`config.mk`:
```
export PLATFORM = sky130hd
export DESIGN_NAME = pipe_stage_buffer
export DESIGN_NICKNAME = d
export VERILOG_FILES = /design/src/rtl/pipe_stage_buffer.sv
export SDC_FILE = /design/constraint.sdc
export NUM_CORES = 1
export LEC_CHECK = 0
export CAP_MARGIN = 20
export CORE_UTILIZATION = 55
export CTS_CLUSTER_SIZE = 10
export DETAILED_ROUTE_END_ITERATION = 8
export HOLD_SLACK_MARGIN = 0.06
export MAX_ROUTING_LAYER = met4
export PLACE_DENSITY = 0.86
export SYNTH_ARGS = -nofsm -noshare
export SYNTH_HDL_FRONTEND = slang
export SYNTH_SLANG_ARGS = --single-unit
```
`constraint.sdc`:
```
create_clock -name clk -period 9.3 [get_ports clk]
set_input_delay 0.93 -clock clk [delete_from_list [all_inputs] [get_ports clk]]
set_output_delay 0.93 -clock clk [all_outputs]
set_load 0.01 [all_outputs]
```
`src/rtl/pipe_stage_buffer.sv`:
```
// Two-entry valid/ready skid buffer with a rewritable sideband field; 1-cycle latency, in_ready from registered state only.
// Optional zero-latency pass-through when empty: define PIPE_STAGE_BYPASS_EN.
module pipe_stage_buffer #(
   parameter int DATA_W = 64,
   parameter int SIDE_W = 3
) (
   input  logic              clk,
   input  logic              reset,
   input  logic              in_valid,
   output logic              in_ready,
   input  logic [DATA_W-1:0] in_data,
   input  logic [SIDE_W-1:0] in_side,
   input  logic              side_load,
   input  logic [SIDE_W-1:0] side_upd,
   input  logic              flush,
   output logic              out_valid,
   input  logic              out_ready,
   output logic [DATA_W-1:0] out_data,
   output logic [SIDE_W-1:0] out_side,
   output logic [1:0]        occupancy
);

   logic              main_valid_q, main_valid_d;
   logic [DATA_W-1:0] main_data_q,  main_data_d;
   logic [SIDE_W-1:0] main_side_q,  main_side_d;
   logic              skid_valid_q, skid_valid_d;
   logic [DATA_W-1:0] skid_data_q,  skid_data_d;
   logic [SIDE_W-1:0] skid_side_q,  skid_side_d;

   logic push;
   logic pop;

   assign in_ready  = ~skid_valid_q;
   assign occupancy = {1'b0, main_valid_q} + {1'b0, skid_valid_q};

`ifdef PIPE_STAGE_BYPASS_EN
   logic bypass;
   // Empty buffer presents the upstream entry directly; flush blanks it.
   assign bypass    = ~main_valid_q & ~skid_valid_q & ~flush;
   assign out_valid = main_valid_q | (bypass & in_valid);
   assign out_data  = main_valid_q ? main_data_q : (bypass ? in_data : main_data_q);
   assign out_side  = main_valid_q ? main_side_q : (bypass ? in_side : main_side_q);
`else
   assign out_valid = main_valid_q;
   assign out_data  = main_data_q;
   assign out_side  = main_side_q;
`endif

   assign push = in_valid & in_ready;
   assign pop  = out_valid & out_ready;

   always_comb begin
      main_valid_d = main_valid_q;
      main_data_d  = main_data_q;
      main_side_d  = main_side_q;
      skid_valid_d = skid_valid_q;
      skid_data_d  = skid_data_q;
      skid_side_d  = skid_side_q;
      if (flush) begin
         main_valid_d = 1'b0;
         main_data_d  = '0;
         main_side_d  = '0;
         skid_valid_d = 1'b0;
         skid_data_d  = '0;
         skid_side_d  = '0;
      end else begin
         case ({main_valid_q, skid_valid_q})
            2'b00: begin
               // A pop while empty can only be a bypassed entry, which is not stored.
               if (push && !pop) begin
                  main_valid_d = 1'b1;
                  main_data_d  = in_data;
                  main_side_d  = in_side;
               end
            end
            2'b10: begin
               if (side_load && !pop) main_side_d = side_upd;
               if (pop && push) begin
                  main_data_d = in_data;
                  main_side_d = in_side;
               end else if (pop) begin
                  main_valid_d = 1'b0;
               end else if (push) begin
                  skid_valid_d = 1'b1;
                  skid_data_d  = in_data;
                  skid_side_d  = in_side;
               end
            end
            2'b11: begin
               if (pop) begin
                  main_data_d  = skid_data_q;
                  main_side_d  = skid_side_q;
                  skid_valid_d = 1'b0;
               end else if (side_load) begin
                  main_side_d = side_upd;
               end
            end
            default: begin
               main_valid_d = 1'b0;
               skid_valid_d = 1'b0;
            end
         endcase
      end
   end

   always_ff @(posedge clk or posedge reset) begin
      if (reset) begin
         main_valid_q <= 1'b0;
         main_data_q  <= '0;
         main_side_q  <= '0;
         skid_valid_q <= 1'b0;
         skid_data_q  <= '0;
         skid_side_q  <= '0;
      end else begin
         main_valid_q <= main_valid_d;
         main_data_q  <= main_data_d;
         main_side_q  <= main_side_d;
         skid_valid_q <= skid_valid_d;
         skid_data_q  <= skid_data_d;
         skid_side_q  <= skid_side_d;
      end
   end

endmodule

```
* Yosys cells after proc, flatten, opt, wreduce, memory -nomap -nowiden
Index checks and enable logic that the tools add are counted.
** Word-level totals
- Input bits :: 76
- Latch bits :: 0
- Register bits after elaboration :: 136
- Output and inout port bits :: 71
- Memories :: 0
- ROM bits :: 0
- RAM bits :: 0
- Word-level logic and storage cells :: 70
** Operators by class
- Eq/ne operators :: 15
- $mul :: 0
- Shift operators :: 0
- Bitwise logic cells :: 3
- Reductions and logical operators :: 13
- Divide/modulo/power cells :: 0
- Add/sub/neg operators :: 1
- Order comparisons :: 0
- Mux-type cells :: 32
** Operator list (number)
- $mux 64 :: 9
- $pmux 64 s3 :: 1
- $mux 3 :: 11
- $ne 3x3->1 const B :: 7
- $reduce_and 4->1 :: 4
- $pmux 3 s3 :: 1
- $mux 1 :: 8
- $ne 2x2->1 const B :: 4
- $ne 4x4->1 const B :: 2
- $pmux 1 s3 :: 2
- $reduce_and 5->1 :: 1
- $eq 2x2->1 const B :: 2
- $reduce_bool 2->1 :: 2
- $reduce_bool 4->1 :: 1
- $logic_and 1x1->1 :: 3
- $add 1x1->2 :: 1
- $and 1x1->1 :: 2
- $logic_not 2->1 :: 1
- $logic_not 1->1 :: 1
- $not 1->1 :: 1

* Depth between registers and ports, before layout
Gate-level depths: netlist of the first run.
- Word-level depth :: 7
- Depth in mapped cells :: 9
- Mapped depth without buffers :: 6

* Worst setup path after synthesis of the first run
No wires, ideal clock.
- Path type :: in2reg
- Start :: in out_ready
- End :: reg main_data_q[0] (netlist: out_data[0])
- Path slack :: 7.042 ns
- Data required time :: 9.175 ns
- Setup time :: 0.125 ns
- Path buffers :: 3
- Cell stages on the path :: 6
- Arrival :: 2.133 ns
- Cell sequence :: and4b_1 > buf_6 > o311a_1 > buf_6 > buf_12 > mux2_4
** On the way
- Cells in the longest elaborated chain, start to end :: 5
- Elaborated cells on any way between the ends :: 8
- Classes of those cells :: eq/ne: 3; bitwise: 1; reduce/logical: 4
** RTL lines
- start: declaration :: line 17 : input logic out_ready,
- $and 1x1->1 * :: line 50 : assign pop = out_valid & out_ready;
- $logic_not 1->1 :: line 70 : if (push && !pop) begin
- $logic_and 1x1->1 :: line 70
- $ne 3x3->1 (no line)
- $reduce_and 4->1 (no line) *
- end signal: assignment :: line 116 : main_data_q <= main_data_d;
- end: declaration :: line 24 : logic [DATA_W-1:0] main_data_q, main_data_d;
Every way passes the cells marked *; elsewhere a longest branch is shown, timed or not.
A chain may end at the register's enable or synchronous reset.

* Worst setup path in the final report of the first run
- Start :: reg main_valid_q (netlist: out_valid)
- End :: out occupancy[1]
** On the way
- Cells in the longest elaborated chain, start to end :: 1
** RTL lines
- start: declaration :: line 23 : logic main_valid_q, main_valid_d;
- start signal: assignment :: line 115 : main_valid_q <= main_valid_d;
- $add 1x1->2 :: line 34 : assign occupancy = {1'b0, main_valid_q} + {1'b0, skid_valid_q};
- end: declaration :: line 20 : output logic [1:0] occupancy
Every way passes these cells.

==> results.sh, run 1 <==
export IMPL_status="finished, final reports clean"
export IMPL_fin_skew_ns=0.008426
export IMPL_met3_wirelength_um=792
export IMPL_netlist_top_cells_area="dfrtp_1 (50%), mux2_4 (13%), mux2i_1 (9.5%)"
export IMPL_tightest_slew_ns=0.9232
export IMPL_cts_sinks=136
export IMPL_ys_top_cells_by_count="nand2_1 (144), dfrtp_1 (136), a21oi_1 (69)"
export IMPL_die_w_um=112.8
export IMPL_crit_required_ns=8.37
export IMPL_crit_path_top_delay_cell="buf_4"
export IMPL_layout_nets=836
export IMPL_viasPerCell=5.513
export IMPL_grt_usage_pct=26.66
export IMPL_synth_edff_count=0
export IMPL_wl_met2_um=7635
export IMPL_critPathKind="flip-flop to output port"
export IMPL_grt_start_max_net_pins=75
export IMPL_antenna_left=0
export IMPL_synth_area_per_cell_um2=10.66
export IMPL_total_leakage_power_nw=3.819
export IMPL_cts_tree="done"
export IMPL_clock_path_buffers=2
export IMPL_grt_first_pass_wirelength_um=25280
export IMPL_cts_root_buffer="clkbuf_16"
export IMPL_maxCapViolations=0
export IMPL_detail_route_wl_per_cell_um=16.85
export IMPL_timing_setup_tns_ns=0
export IMPL_drtIter0Drc=263
export IMPL_dp_hpwl_um=10080
export IMPL_cp_max_fo=41
export IMPL_finalCritPeriodShare_pct=42.56
export IMPL_ctsHoldBuffers=0
export IMPL_async_flop_share_pct=100.0
export IMPL_grt_pass1_vias=5160
export IMPL_ys_types=32
export IMPL_core_um2=12010
export IMPL_ys_warn_count=0
export IMPL_antenna_found_initial=0
export IMPL_slew_viol_final=0
export IMPL_synthCells=634
export IMPL_syn_to_final_growth_pct=30.80
export IMPL_dr_pass1_iters=5
export IMPL_syn_area_um2=6756
export IMPL_min_path_type="flip-flop to flip-flop"
export IMPL_grt_setup_unrepaired="false"
export IMPL_layout_drive_gt1_share_pct=15.06
export IMPL_path_buf_inv=2
export IMPL_h_tree_depth=4
export IMPL_numCtsBuffers=17
export IMPL_finalSetupViolCount=0
export IMPL_place_congestion=0.7896
export IMPL_seq_area_frac_synth_pct=50.37
export IMPL_place_port_buffers=146
export IMPL_max_stage_delay_ns=0.67
export IMPL_r2r_slack_ns=5.98
export IMPL_die_area_um2=12730
export IMPL_hold_viol_final=0
export IMPL_postCtsSetupBuffers=0
export IMPL_critPathArrivalTime_ns=3.03
export IMPL_cp_start_kind="flip-flop"
export IMPL_crit_chain="ha_4 > buf_4 > clkdlybuf4s50_1"
export IMPL_grt_ovfl_total=0
export IMPL_num_vias=5055
export IMPL_drc_errors=0
export IMPL_ir_drop_mv=0.1889
export IMPL_wl_um=15450
export IMPL_ys_seq_elements=136
export IMPL_io_pins=147
export IMPL_syn_num_nets=713
export IMPL_timing_hold_ws_ns=0.5099
export IMPL_fmax_mhz=252.7
export IMPL_crit_path_end_kind="output port"
export IMPL_synth_most_common_cell="nand2_1"
export IMPL_synth_top_area_share_pct=50.37
export IMPL_critical_path_top_delay_family="buffers and inverters"
export IMPL_p_per_area_nw_per_um2=297.3
export IMPL_clk_pin_slew_ns=0.05
export IMPL_yosysTopAreaCell="dfrtp_1"
export IMPL_met1_length_um=6683
export IMPL_relSlewSlack_pct=38.46
export IMPL_period_minus_slack_ns=3.958
export IMPL_synth_flop_cell="dfrtp_1"
export IMPL_cts_resized=0
export IMPL_row_count=40
export IMPL_die_y_um=112.8
export IMPL_insertion_delay_ns=0.42
export IMPL_start_util_pct=56.25
export IMPL_route_top_layer_used="met4"
export IMPL_num_antenna_cells=0
metal layers:
layer  global-route usage (%)  vias to the layer above
li1                         -                     2379
met1                    31.84                     2493
met2                    43.21                      157
met3                    6.802                       26
met4                    11.02                        0
met5                        -                        -
cells in the final DEF (no fill, tap or decap), types with 3 or more instances in the layout:
cell,n
nand2_1,144
a31oi_1,3
bufinv_16,5
nor2_1,68
dfrtp_1,136
nand3_1,5
a21oi_1,69
inv_1,4
nand4_1,3
clkdlybuf4s50_1,145
clkbuf_8,4
o221a_2,3
mux2_4,60
buf_4,7
mux2_2,7
clkbuf_16,17
mux2i_1,64
registers in the layout, summed over array words and instances (netlist names):
name / count
out_valid: 1
out_data: 64
out_side: 3
skid_data_q: 64
skid_side_q: 3
skid_valid_q: 1
where the power goes:
part,switching (mW),internal [mW],leakage [nW]
clock,0.248,0.504,0.325
combinational,0.434,0.570,1.68
sequential,0.111,0.762,1.82
total,0.792,1.84,3.82
cell type report:
class                           count  area (µm²)
Sequential cell                   136        3403
Fill cell                         827        3174
Multi-Input combinational cell    445        3049
Timing Repair Buffer              152        1504
Clock buffer                       21       480.5
Clock inverter                     11       192.7
Tap cell                          147       183.9
Inverter                            5       23.77
worst paths after layout:
check	from	end	cells after the start
min reg2reg	out_data[40]	out_data[40]	1
max in group asynchronous	reset	skid_data_q[28]	3
max	out_valid	occupancy[1]	3
max reg2reg	out_valid	out_data[13]	6
min in group asynchronous	reset	out_data[32]	2
min	out_data[40]	out_data[40]	1
cell families (layout without fill, tap and decap cells):
group                    Yosys count  after routing  share of synthesized area [%]
AO/OA/AOI/OAI                     84             84                          7.037
adder cells (fa/ha/maj)            3              3                         0.5556
buffers and inverters             53            189                          4.945
flip-flops                       136            136                          50.37
multiplexers                     131            131                          23.98
AND/OR/NAND/NOR                  227            227                          13.11
stage by stage:
step / util (%) / instance area, µm² / total power, mW / cells / setup WS [ns]
floorplan: - / 6756 / 1.520 / 634 / 4.731
global placement: 67.97 / 8164 / 1.840 / 885 / 5.653
detailed placement: 67.97 / 8164 / 1.879 / 885 / 5.549
CTS: 73.57 / 8837 / 2.642 / 917 / 5.354
global route: 73.57 / 8837 / 2.750 / 917 / 5.209
finish: 73.57 / 8837 / 2.628 / 917 / 5.342
Power figures use the tool's default switching activity.
==> inputs of run 2 (changes only) <==
--- a/config.mk
+++ b/config.mk
@@ -6,12 +6,12 @@
 export NUM_CORES = 1
 export LEC_CHECK = 0
 export CAP_MARGIN = 20
-export CORE_UTILIZATION = 55
+export CORE_UTILIZATION = 46
 export CTS_CLUSTER_SIZE = 10
 export DETAILED_ROUTE_END_ITERATION = 8
 export HOLD_SLACK_MARGIN = 0.06
 export MAX_ROUTING_LAYER = met4
-export PLACE_DENSITY = 0.86
+export PLACE_DENSITY = 0.76
 export SYNTH_ARGS = -nofsm -noshare
 export SYNTH_HDL_FRONTEND = slang
 export SYNTH_SLANG_ARGS = --single-unit
==> constraint.sdc (replaced) <==
create_clock -name clk -period 3.6 [get_ports clk]
set_input_delay 0.36 -clock clk [delete_from_list [all_inputs] [get_ports clk]]
set_output_delay 0.36 -clock clk [all_outputs]
set_load 0.01 [all_outputs]
==> results.sh, run 2 (synthesized netlist as in run 1, its figures left out) <==
export IMPL_detail_route_wl_per_cell_um=16.20
export IMPL_cts_tree="done"
export IMPL_grt_first_pass_wirelength_um=25500
export IMPL_holdPathStages=2
export IMPL_drc_errors=0
export IMPL_grt_usage_pct=22.62
export IMPL_grt_start_max_net_pins=137
export IMPL_mostFrequentLayoutCell="clkdlybuf4s50_1"
export IMPL_r2r_end="out_data[14]"
export IMPL_cts_root_buffer="clkbuf_16"
export IMPL_num_antenna_cells=0
export IMPL_route_top_layer_used="met4"
export IMPL_fin_skew_ns=0.009249
export IMPL_place_port_buffers=146
export IMPL_p_per_area_nw_per_um2=739.2
export IMPL_finalCritPeriodShare_pct=94.33
export IMPL_crit_chain="ha_4 > buf_4 > clkdlybuf4s50_1"
export IMPL_wl_um=15440
export IMPL_crit_required_ns=3.24
export IMPL_reg2reg_depth=6
export IMPL_comb_power_share_pct=40.1
export IMPL_numCtsBuffers=17
export IMPL_ir_drop_mv=0.4222
export IMPL_tightest_slew_ns=0.7625
export IMPL_antenna_left=0
export IMPL_grt_setup_unrepaired="false"
export IMPL_die_w_um=123.2
export IMPL_postCtsSetupBuffers=0
export IMPL_hold_start="flush"
export IMPL_clock_path_buffers=2
export IMPL_rr_startpoint="out_valid"
export IMPL_row_count=43
export IMPL_grt_pass1_vias=5164
export IMPL_dr_pass1_iters=5
export IMPL_crit_path_top_delay_cell="buf_4"
export IMPL_num_vias=5024
export IMPL_setup_worst_path_start="out_valid"
export IMPL_switching_share_pct=30.80
export IMPL_ctsHoldBuffers=0
export IMPL_io_pins=147
export IMPL_slew_viol_final=0
export IMPL_power_mw=6.552
export IMPL_met3_wirelength_um=1051
export IMPL_min_to="skid_data_q[52]"
export IMPL_grt_ovfl_total=0
export IMPL_p_int_mw=4.534
export IMPL_total_leakage_power_nw=3.813
export IMPL_start_util_pct=47.93
export IMPL_dp_hpwl_um=10070
export IMPL_timing_hold_ws_ns=0.3086
export IMPL_relSlewSlack_pct=49.17
export IMPL_cts_sinks=136
export IMPL_h_tree_depth=4
export IMPL_finalSetupViolCount=0
export IMPL_insertion_delay_ns=0.42
export IMPL_switching_power_mw=2.018
export IMPL_final_cell_mix="clkdlybuf4s50_1 (145), nand2_1 (144), dfrtp_1 (136), a21oi_1 (69), nor2_1 (68)"
export IMPL_core_um2=14100
export IMPL_maxCapViolations=0
export IMPL_clkPwrFrac_pct=25.5
export IMPL_hold_viol_final=0
export IMPL_antenna_found_initial=0
export IMPL_syn_to_final_growth_pct=31.19
export IMPL_min_path_type="input pin to flip-flop"
export IMPL_critPathKind="flip-flop to output port"
export IMPL_die_y_um=123.2
export IMPL_fill_cells=1132
export IMPL_layout_drive_gt1_share_pct=14.88
export IMPL_fmax_mhz=294.5
export IMPL_die_area_um2=15180
export IMPL_max_stage_delay_ns=0.68
export IMPL_r2r_slack_ns=0.83
export IMPL_place_congestion=0.7772
export IMPL_layout_nets=839
export IMPL_drtIter0Drc=411
export IMPL_status="finished, final reports clean"
export IMPL_critPathArrivalTime_ns=3.04
export IMPL_crit_path_end_kind="output port"
export IMPL_viasPerCell=5.272
export IMPL_cp_start_kind="flip-flop"
export IMPL_wl_met2_um=7447
export IMPL_met1_length_um=6814
export IMPL_cp_max_fo=46
export IMPL_cts_resized=0
export IMPL_power_frac_seq_pct=34.4
export IMPL_timing_setup_tns_ns=0
export IMPL_clk_pin_slew_ns=0.06
export IMPL_period_minus_slack_ns=3.396
## run 2: cell count changes in the layout (fill, tap and decap cells not counted)
cell / previous run / this run
clkbuf_1: 0 / 4
clkinv_2: 2 / 6
clkbuf_8: 4 / 2
clkinv_4: 2 / 1
clkinvlp_4: 2 / 1
buf_4: 7 / 5
buf_16: 0 / 1
buf_12: 0 / 4
inv_6: 1 / 0
bufinv_16: 5 / 2
## run 2: worst max path at each step
stage                         to  slack (ns)  depth (start not counted)
floorplan            out_data[0]        1.55                          1
global placement    occupancy[1]        0.74                          3
detailed placement  occupancy[1]        0.67                          3
CTS                 occupancy[1]        0.21                          3
global route        occupancy[1]        0.06                          3
finish              occupancy[1]        0.20                          3
## run 2: routing by layer
layer | vias to the layer above | global-route usage, %
li1 | 2390 | -
met1 | 2490 | 28.13
met2 | 135 | 35.06
met3 | 9 | 6.688
met4 | 0 | 7.982
met5 | - | -
## run 2: final cells by class
cell class / instances / area (µm²) / share of cell area (%)
sequential: 136 / 3403 / 38.40
clock buffer: 23 / 467.9 / 5.280
inverter: 5 / 22.52 / 0.2541
tap: 180 / 225.2 / 2.541
clock inverter: 9 / 98.84 / 1.115
multi-input combinational: 445 / 3049 / 34.40
timing repair buffer: 155 / 1597 / 18.01
## run 2: power groups by stage
stage / clock network [mW] / registers, mW / logic, mW
4_1_cts: 1.71 / 2.26 / 2.64
2_1_floorplan: 0 / 2.37 / 1.56
5_1_grt: 1.78 / 2.31 / 2.83
3_5_place_dp: 0 / 2.27 / 2.63
6_report: 1.67 / 2.26 / 2.62
3_3_place_gp: 0 / 2.25 / 2.57
## run 2: metrics by stage
stage                     cell area (µm²)  cells  utilization, %  worst slack (ns)
after CTS                            8836    952           62.68            0.2128
final                                8864    953           62.88            0.2042
after global placement               8269    920           58.66            0.7434
after detailed placement             8269    920           58.66            0.6727
after global routing                 8864    953           62.88           0.05670
after floorplan                      6760    634               -             1.547
## run 2: critical path, delay by kind of cell, from the launching register on
kind                     cells  cell delay [ns]
adder cells (fa/ha/maj)      1             0.55
flip-flops                   1             0.62
buffers and inverters        2             1.36
==> inputs of run 3 (changes only) <==
--- a/config.mk
+++ b/config.mk
@@ -12,6 +12,7 @@
 export HOLD_SLACK_MARGIN = 0.06
 export MAX_ROUTING_LAYER = met4
 export PLACE_DENSITY = 0.76
+export RECOVER_POWER = 25
 export SYNTH_ARGS = -nofsm -noshare
 export SYNTH_HDL_FRONTEND = slang
 export SYNTH_SLANG_ARGS = --single-unit
==> results.sh, run 3 (synthesized netlist as in run 1, its figures left out) <==
export IMPL_die_w_um=123.2
export IMPL_met2_usage_pct=35.06
export IMPL_maxCapViolations=1
export IMPL_fin_skew_ns=0.009227
export IMPL_placed_cells=920
export IMPL_numCtsBuffers=17
export IMPL_syn_to_final_growth_pct=31.00
export IMPL_cts_resized=0
export IMPL_drtIter0Drc=411
export IMPL_total_leakage_power_nw=3.808
export IMPL_r2r_end="out_data[14]"
export IMPL_drc_errors=0
export IMPL_postCtsSetupBuffers=0
export IMPL_layout_nets=839
export IMPL_detail_route_wl_per_cell_um=16.14
export IMPL_path_buf_inv=2
export IMPL_finalSetupViolCount=0
export IMPL_die_y_um=123.2
export IMPL_cts_root_buffer="clkbuf_16"
export IMPL_finalCritPeriodShare_pct=94.50
export IMPL_num_antenna_cells=0
export IMPL_grt_start_max_net_pins=137
export IMPL_dr_pass1_iters=4
export IMPL_p_per_area_nw_per_um2=740.0
export IMPL_crit_path_end_kind="output port"
export IMPL_dpl_instance_area_um2=8269
export IMPL_start_util_pct=47.93
export IMPL_timing_hold_ws_ns=0.3086
export IMPL_violations="capacitance limit, slew limit"
export IMPL_final_cell_mix="nand2_1 (144), clkdlybuf4s50_1 (144), dfrtp_1 (136), a21oi_1 (69), nor2_1 (68)"
export IMPL_r2r_slack_ns=0.82
export IMPL_grt_use_met1_pct=28.13
export IMPL_grt_busiest_layer="met2"
export IMPL_hold_viol_final=0
export IMPL_grt_pass1_vias=5164
export IMPL_relSlewSlack_pct=-22.03
export IMPL_insertion_delay_ns=0.42
export IMPL_viasPerCell=5.264
export IMPL_final_area_um2=8851
export IMPL_crit_path_top_delay_cell="buf_4"
export IMPL_io_pins=147
export IMPL_h_tree_depth=4
export IMPL_slew_viol_final=137
export IMPL_period_minus_slack_ns=3.402
export IMPL_final_cell_count_no_fill=953
export IMPL_comb_power_share_pct=40.0
export IMPL_post_route_util_pct=62.79
export IMPL_ctsHoldBuffers=0
export IMPL_num_vias=5017
export IMPL_grt_ovfl_total=0
export IMPL_switching_power_mw=2.017
export IMPL_cts_sinks=136
export IMPL_clk_pin_slew_ns=0.06
export IMPL_fmax_mhz=293.9
export IMPL_cp_start_kind="flip-flop"
export IMPL_tightest_slew_ns=1.830
export IMPL_cp_max_fo=46
export IMPL_dp_hpwl_um=10070
export IMPL_reg2reg_depth=6
export IMPL_min_path_type="input pin to flip-flop"
export IMPL_antenna_found_initial=0
export IMPL_status="finished with violations"
export IMPL_row_count=43
export IMPL_wl_um=15390
export IMPL_preCtsSetupSlack_ns=0.6727
export IMPL_clkPwrFrac_pct=25.5
export IMPL_timing_setup_tns_ns=0
export IMPL_place_port_buffers=146
export IMPL_crit_chain="ha_4 > buf_4 > clkdlybuf4s50_1"
export IMPL_grt_usage_pct=22.62
export IMPL_power_frac_seq_pct=34.4
export IMPL_layout_drive_gt1_share_pct=14.88
export IMPL_setup_worst_path_start="out_valid"
export IMPL_min_to="skid_data_q[52]"
export IMPL_switching_share_pct=30.80
export IMPL_critPathKind="flip-flop to output port"
export IMPL_antenna_left=0
export IMPL_power_mw=6.550
export IMPL_place_congestion=0.7772
export IMPL_critPathArrivalTime_ns=3.04
export IMPL_holdPathStages=2
export IMPL_grt_first_pass_wirelength_um=25500
export IMPL_grt_setup_unrepaired="false"
export IMPL_clock_path_buffers=2
export IMPL_setup_ws_ns=0.1978
export IMPL_p_int_mw=4.532
export IMPL_grt_util_met3_pct=6.688
export IMPL_ir_drop_mv=0.4226
export IMPL_critical_path_top_delay_family="buffers and inverters"
export IMPL_max_stage_delay_ns=0.68
export IMPL_die_area_um2=15180
export IMPL_crit_required_ns=3.24
export IMPL_hold_start="flush"
export IMPL_cts_tree="done"
export IMPL_rr_startpoint="out_valid"
export IMPL_core_um2=14100
==> run 3: cell count changes in the layout (fill, tap and decap cells not counted), sizes merged <==
| cell | change |
|---|---|
| clkbuf | +1 |
| clkdlybuf4s50 | -1 |
| dlygate4sd3 | +1 |
| buf | -1 |
==> run 3: final cells by class <==
type	count	area [µm²]
Multi-Input combinational cell	445	3049
Clock buffer	23	467.9
Inverter	5	22.52
Timing Repair Buffer	155	1584
Sequential cell	136	3403
Tap cell	180	225.2
Fill cell	1134	5245
Clock inverter	9	98.84
==> run 3: worst register-to-register path, delay by kind of cell, from the launching register on <==
kind	cells	cell delay (ns)
adder cells (fa/ha/maj)	1	0.55
AO/OA/AOI/OAI	1	0.52
buffers and inverters	1	0.26
AND/OR/NAND/NOR	2	0.33
flip-flops	1	0.63
multiplexers	1	0.38
==> run 3: metal layers <==
layer	up-vias	share of wire, %
met5	-	0
met4	0	0.84
met3	11	6.8
met2	139	48
met1	2476	44
li1	2391	-
==> run 3: how the worst max path moves through the flow <==
stage	to	slack, ns	depth (start not counted)
floorplan	out_data[0]	1.55	1
global placement	occupancy[1]	0.74	3
detailed placement	occupancy[1]	0.67	3
CTS	occupancy[1]	0.21	3
global route	occupancy[1]	0.06	3
finish	occupancy[1]	0.20	3
==> run 3: power by group through the flow <==
stage | Sequential [mW] | Clock [mW] | Combinational (mW)
2_1_floorplan | 2.37 | 0 | 1.56
3_3_place_gp | 2.25 | 0 | 2.57
3_5_place_dp | 2.27 | 0 | 2.63
4_1_cts | 2.26 | 1.71 | 2.64
5_1_grt | 2.31 | 1.78 | 2.83
6_report | 2.26 | 1.67 | 2.62
